===== src/rtl/mux16_rr_scheduler.sv =====
// rtl/mux16_rr_scheduler.sv - round-robin owner sequencer for the shared 16:1 inverting mux
// Optional lock input enabled by defining MUX16_SCHED_LOCK_EN.
module mux16_rr_scheduler #(
    parameter int SEL_W    = 4,
    parameter int HOLD_MAX = 8,
    parameter int CNT_W    = 4
) (
    input  logic                    clk,
    input  logic                    rst,
    input  logic [(1<<SEL_W)-1:0]   req,
    input  logic                    rel,
`ifdef MUX16_SCHED_LOCK_EN
    input  logic                    lock,
`endif
    output logic [SEL_W-1:0]        sel,
    output logic                    dis,
    output logic [(1<<SEL_W)-1:0]   gnt,
    output logic                    busy,
    output logic                    tmo
);

    localparam int N = 1 << SEL_W;
    localparam bit TMO_EN = (HOLD_MAX != 0);
    localparam logic [CNT_W-1:0] HOLD_LAST = CNT_W'((HOLD_MAX == 0) ? 0 : HOLD_MAX - 1);

    typedef enum logic [1:0] {
        IDLE    = 2'd0,
        GRANT   = 2'd1,
        RECOVER = 2'd2
    } state_t;

    state_t             state, state_n;
    logic [SEL_W-1:0]   sel_n;
    logic [N-1:0]       gnt_n;
    logic               dis_n;
    logic               busy_n;
    logic               tmo_n;
    logic [CNT_W-1:0]   cnt, cnt_n;
    logic [SEL_W-1:0]   last, last_n;
    logic [SEL_W-1:0]   win;
    logic               win_found;
    logic               lock_act;

`ifdef MUX16_SCHED_LOCK_EN
    assign lock_act = lock;
`else
    assign lock_act = 1'b0;
`endif

    // Search starts just after the previous owner so a held request waits its turn.
    always_comb begin
        logic [SEL_W-1:0] cand;
        cand      = '0;
        win       = last;
        win_found = 1'b0;
        for (int i = 1; i <= N; i++) begin
            cand = last + SEL_W'(i);
            if (!win_found && req[cand]) begin
                win_found = 1'b1;
                win       = cand;
            end
        end
    end

    always_comb begin
        state_n = state;
        sel_n   = sel;
        gnt_n   = gnt;
        dis_n   = dis;
        busy_n  = busy;
        tmo_n   = 1'b0;
        cnt_n   = cnt;
        last_n  = last;
        case (state)
            IDLE: begin
                dis_n  = 1'b1;
                gnt_n  = '0;
                busy_n = 1'b0;
                if (win_found) begin
                    state_n = GRANT;
                    sel_n   = win;
                    gnt_n   = N'(1) << win;
                    dis_n   = 1'b0;
                    busy_n  = 1'b1;
                    last_n  = win;
                    cnt_n   = '0;
                end
            end
            GRANT: begin
                if (!lock_act && cnt != {CNT_W{1'b1}}) begin
                    cnt_n = cnt + CNT_W'(1);
                end
                // A voluntary exit wins over a coincident timeout, so tmo stays low then.
                if (rel || !req[sel]) begin
                    state_n = RECOVER;
                    gnt_n   = '0;
                    dis_n   = 1'b1;
                    busy_n  = 1'b0;
                end else if (TMO_EN && !lock_act && cnt == HOLD_LAST) begin
                    state_n = RECOVER;
                    gnt_n   = '0;
                    dis_n   = 1'b1;
                    busy_n  = 1'b0;
                    tmo_n   = 1'b1;
                end
            end
            RECOVER: begin
                state_n = IDLE;
                gnt_n   = '0;
                dis_n   = 1'b1;
                busy_n  = 1'b0;
            end
            default: begin
                state_n = IDLE;
                gnt_n   = '0;
                dis_n   = 1'b1;
                busy_n  = 1'b0;
            end
        endcase
    end

    always_ff @(posedge clk) begin
        if (rst) begin
            state <= IDLE;
            sel   <= '0;
            dis   <= 1'b1;
            gnt   <= '0;
            busy  <= 1'b0;
            tmo   <= 1'b0;
            cnt   <= '0;
            last  <= {SEL_W{1'b1}};
        end else begin
            state <= state_n;
            sel   <= sel_n;
            dis   <= dis_n;
            gnt   <= gnt_n;
            busy  <= busy_n;
            tmo   <= tmo_n;
            cnt   <= cnt_n;
            last  <= last_n;
        end
    end

endmodule


===== config.mk =====
export PLATFORM = sky130hd
export DESIGN_NAME = mux16_rr_scheduler
export DESIGN_NICKNAME = d
export VERILOG_FILES = /design/src/rtl/mux16_rr_scheduler.sv
export SDC_FILE = /design/constraint.sdc
export NUM_CORES = 1
export LEC_CHECK = 0
export ABC_AREA = 1
export BUFFER_PORTS_ARGS = -buffer_cell sky130_fd_sc_hd__buf_4
export CAP_MARGIN = 15
export CORE_MARGIN = 1.5
export CORE_UTILIZATION = 40
export CTS_CLUSTER_DIAMETER = 40
export DETAILED_ROUTE_END_ITERATION = 7
export SYNTH_ARGS = -nofsm -noshare
export SYNTH_HDL_FRONTEND = slang
export SYNTH_SLANG_ARGS = --single-unit
export TNS_END_PERCENT = 30

===== constraint.sdc =====
create_clock -name clk -period 3.9 [get_ports clk]
set_clock_uncertainty 0.1 [all_clocks]
set_input_delay 0 -clock clk [delete_from_list [all_inputs] [get_ports clk]]
set_output_delay 0 -clock clk [all_outputs]
set_load 0.01 [all_outputs]

==> results.yml <==
outcome:
  status: "completed"
detailed_routing:
  routed_wl_mm: 10.6
  vias_per_cell: 5.18
  vias: 3929
  drcViolationCount: 0
  ant_nets: 0
  drt_iter0_markers: 273
  detail_route.wl_per_cell_um: 14.0
  first_pass_iters: 5
setup_path:
  worst-setup-path-type: "reg -> reg"
  crit_required_ns: 4.01
  ff2ff_path_depth: 25
  start_kind: "flop"
  cp-end-kind: "flop"
  worst_r2r_endpoint: "gnt[1]$_SDFFE_PP0P_"
  timing.rr.start: "last[1]$_SDFFE_PP1P_"
  rrSetupSlack_ns: 0.32
  critical_path_arrival_ns: 3.69
  crit_fanout: 12
floorplan:
  rows: 33
  ioPinCount: 42
  die_y_um: 94.4
  start_util_pct: 41.0
  core_area_um2: 8130
  die_area_um2: 8900
  dieWidth_um: 94.4
worst_hold_path:
  worstHoldPathType: "in -> reg"
  hold_path_end: "tmo$_SDFF_PP0_"
  min_path_cells: 7
  min_from: "req[15]"
logic_synthesis:
  synthCells: 593
  synth_top_area_share_pct: 23.6
  syn_avg_cell_area_um2: 5.63
  synth.most_common_cell: "nand2_1"
  synth_area_leader_cell: "nand2_1"
  synthesis.area_um2: 3340
  synth-seq-cells: 33
  synth_nets: 621
  synth_area_leaders: "nand2_1, dfxtp_1, nand3_1"
  yosysWarnings: 0
  synthDistinctLibCells: 39
  yosysSeqAreaShare_pct: 19.8
  ys.flop_type: "dfxtp_1"
  synth_common_cells: "nand2_1, nand3_1, inv_1"
  async_reset_ff_share_pct: 0
  synth_enable_flop_cells: 0
placement:
  placed_area_um2: 3850
  port_buffers: 41
  gp_congestion: 0.922
  place_hpwl_mm: 8.54
layout:
  fin_area_um2: 4090
  area_growth_pct: 22.4
  fillCellCount: 855
  drive_gt1_share_pct: 19.4
  final_nets: 682
  diodes: 0
global_routing:
  grt_pass1_vias: 3624
  grt_max_degree: 25
  grt_antenna_before_repair: 0
  grt_usage_pct: 24.9
  overflow: 0
  grt_pass1_wl_mm: 17.3
job:
  drv_cap: 0
clock_network:
  htreeDepth: 2
  cts-buffers-inserted: 5
  cts.sinks: 33
  clk_path_buf_depth: 2
  cts-root-buf: "clkbuf_8"
  cts_tree: "yes"
  clock_latency_ns: 0.28
  cts.clk_slew.worst_paths_ns: 0.07
sta:
  period_share_pct: 91.7
  fmax_ghz: 0.280
  hold_violations: 0
  finalMaxSlewViolations: 0
  tightestPinTransition_ns: 0.531
  slew_headroom_pct: 64.2
  timing.hold.ws_ns: 0.268
  rsz0062_at_grt: "yes"
  setup_viol: 0
  layout_min_cycle_time_ns: 3.58
==> critical path: stages (launching register included) <==
cell	delay (ns)
dfxtp_1	0.36
inv_2	0.09
ha_4	0.28
buf_6	0.15
nand3_1	0.10
nand3_1	0.11
nand2_1	0.12
nand2_1	0.10
nand2_1	0.11
clkinv_1	0.07
nand4_2	0.14
clkinv_2	0.11
nand2_4	0.06
nor2_8	0.13
nand4_4	0.11
nor2_4	0.16
nand2_2	0.11
nor2_4	0.14
nand3_4	0.14
clkinv_1	0.11
nand2_1	0.09
nand2_2	0.13
nand2_1	0.10
nor2_2	0.15
nand2_1	0.08
a21oi_1	0.13
==> registers in the layout, indices dropped and copies added, names as in the netlist <==
register and count:
tmo 1, cnt 4, busy 1, dis 1
sel 4, state 2, last 4, gnt 16
==> worst max path at each step <==
stage / cells after the start / slack (ns) / start / end
floorplan: 26 / 0.33 / last[1]$_SDFFE_PP1P_ / gnt[0]$_SDFFE_PP0P_
global placement: 24 / 0.12 / last[2]$_SDFFE_PP1P_ / gnt[3]$_SDFFE_PP0P_
detailed placement: 24 / 0.13 / last[2]$_SDFFE_PP1P_ / gnt[1]$_SDFFE_PP0P_
CTS: 26 / 0.10 / last[0]$_SDFFE_PP1P_ / gnt[1]$_SDFFE_PP0P_
global route: 27 / -0.04 / last[1]$_SDFFE_PP1P_ / gnt[5]$_SDFFE_PP0P_
finish: 25 / 0.32 / last[1]$_SDFFE_PP1P_ / gnt[1]$_SDFFE_PP0P_
==> stage by stage <==
| step | setup slack [ns] | utilization (%) | cells | TNS, ns |
|---|---|---|---|---|
| finish | 0.323 | 50.2 | 759 | 0 |
| global route | -0.0426 | 50.2 | 759 | -0.170 |
| CTS | 0.101 | 48.6 | 755 | 0 |
| detailed placement | 0.127 | 47.3 | 746 | 0 |
| global placement | 0.120 | 47.3 | 746 | 0 |
| floorplan | 0.331 | - | 593 | 0 |
==> cell usage in the layout (no fill, tap or decap), drive strengths merged <==
| cell | instances |
|---|---|
| nand2 | 221 |
| nand3 | 102 |
| buf | 68 |
| inv | 62 |
| nor2 | 59 |
| dfxtp | 33 |
| o21ai | 25 |
| a21oi | 24 |
| xor2 | 10 |
| ha | 9 |
| clkbuf | 6 |
| clkinv | 6 |
| nand4 | 5 |
| o221ai | 4 |
| nor3 | 4 |
| o211ai | 3 |
| o21a | 2 |
| dlygate4sd3 | 2 |
| nor4 | 2 |
| mux2i | 1 |
| xnor2 | 1 |
| and2 | 1 |
| a31oi | 1 |
| nor3b | 1 |
| a211oi | 1 |
| clkinvlp | 1 |
==> cells by family (layout without fill, tap and decap cells) <==
| logic type | Yosys count | in the layout | synth area share, % |
|---|---|---|---|
| buf+inv | 84 | 145 | 10.8 |
| xor+xnor | 11 | 11 | 2.89 |
| compound gates | 60 | 60 | 10.3 |
| mux | 1 | 1 | 0.300 |
| simple gates | 395 | 395 | 52.5 |
| flops | 33 | 33 | 19.8 |
| fa+ha+maj | 9 | 9 | 3.37 |
==> what timing repair did <==
| action | 4_1_cts | 5_1_grt |
|---|---|---|
| gates resized for setup | 0 | 22 |
| hold buffers | 2 | 0 |
| setup buffers | 0 | 4 |
| endpoints found under the hold margin | 21 | 0 |
| endpoints found under the setup margin | 0 | 28 |
==> layer usage <==
| metal | track usage, % | routed length, µm | part of all wire (%) |
|---|---|---|---|
| met1 | 32.1 | 4780 | 45 |
| met2 | 42.1 | 4990 | 47 |
| met3 | 3.06 | 520 | 4.9 |
| met5 | 0 | 0 | 0 |
| met4 | 10.1 | 324 | 3.1 |
==> layout make-up <==
class / count / area (µm²) / share of cell area [%]
clock inverter: 1 / 7.51 / 0.184
inverter: 68 / 256 / 6.28
multi-input combinational: 476 / 2400 / 58.8
tap: 105 / 131 / 3.22
timing repair buffer: 70 / 542 / 13.3
clock buffer: 6 / 82.6 / 2.02
sequential: 33 / 662 / 16.2
Power is not shown: default switching activity piles up to over one toggle a cycle in this logic, so the estimate is an artifact.
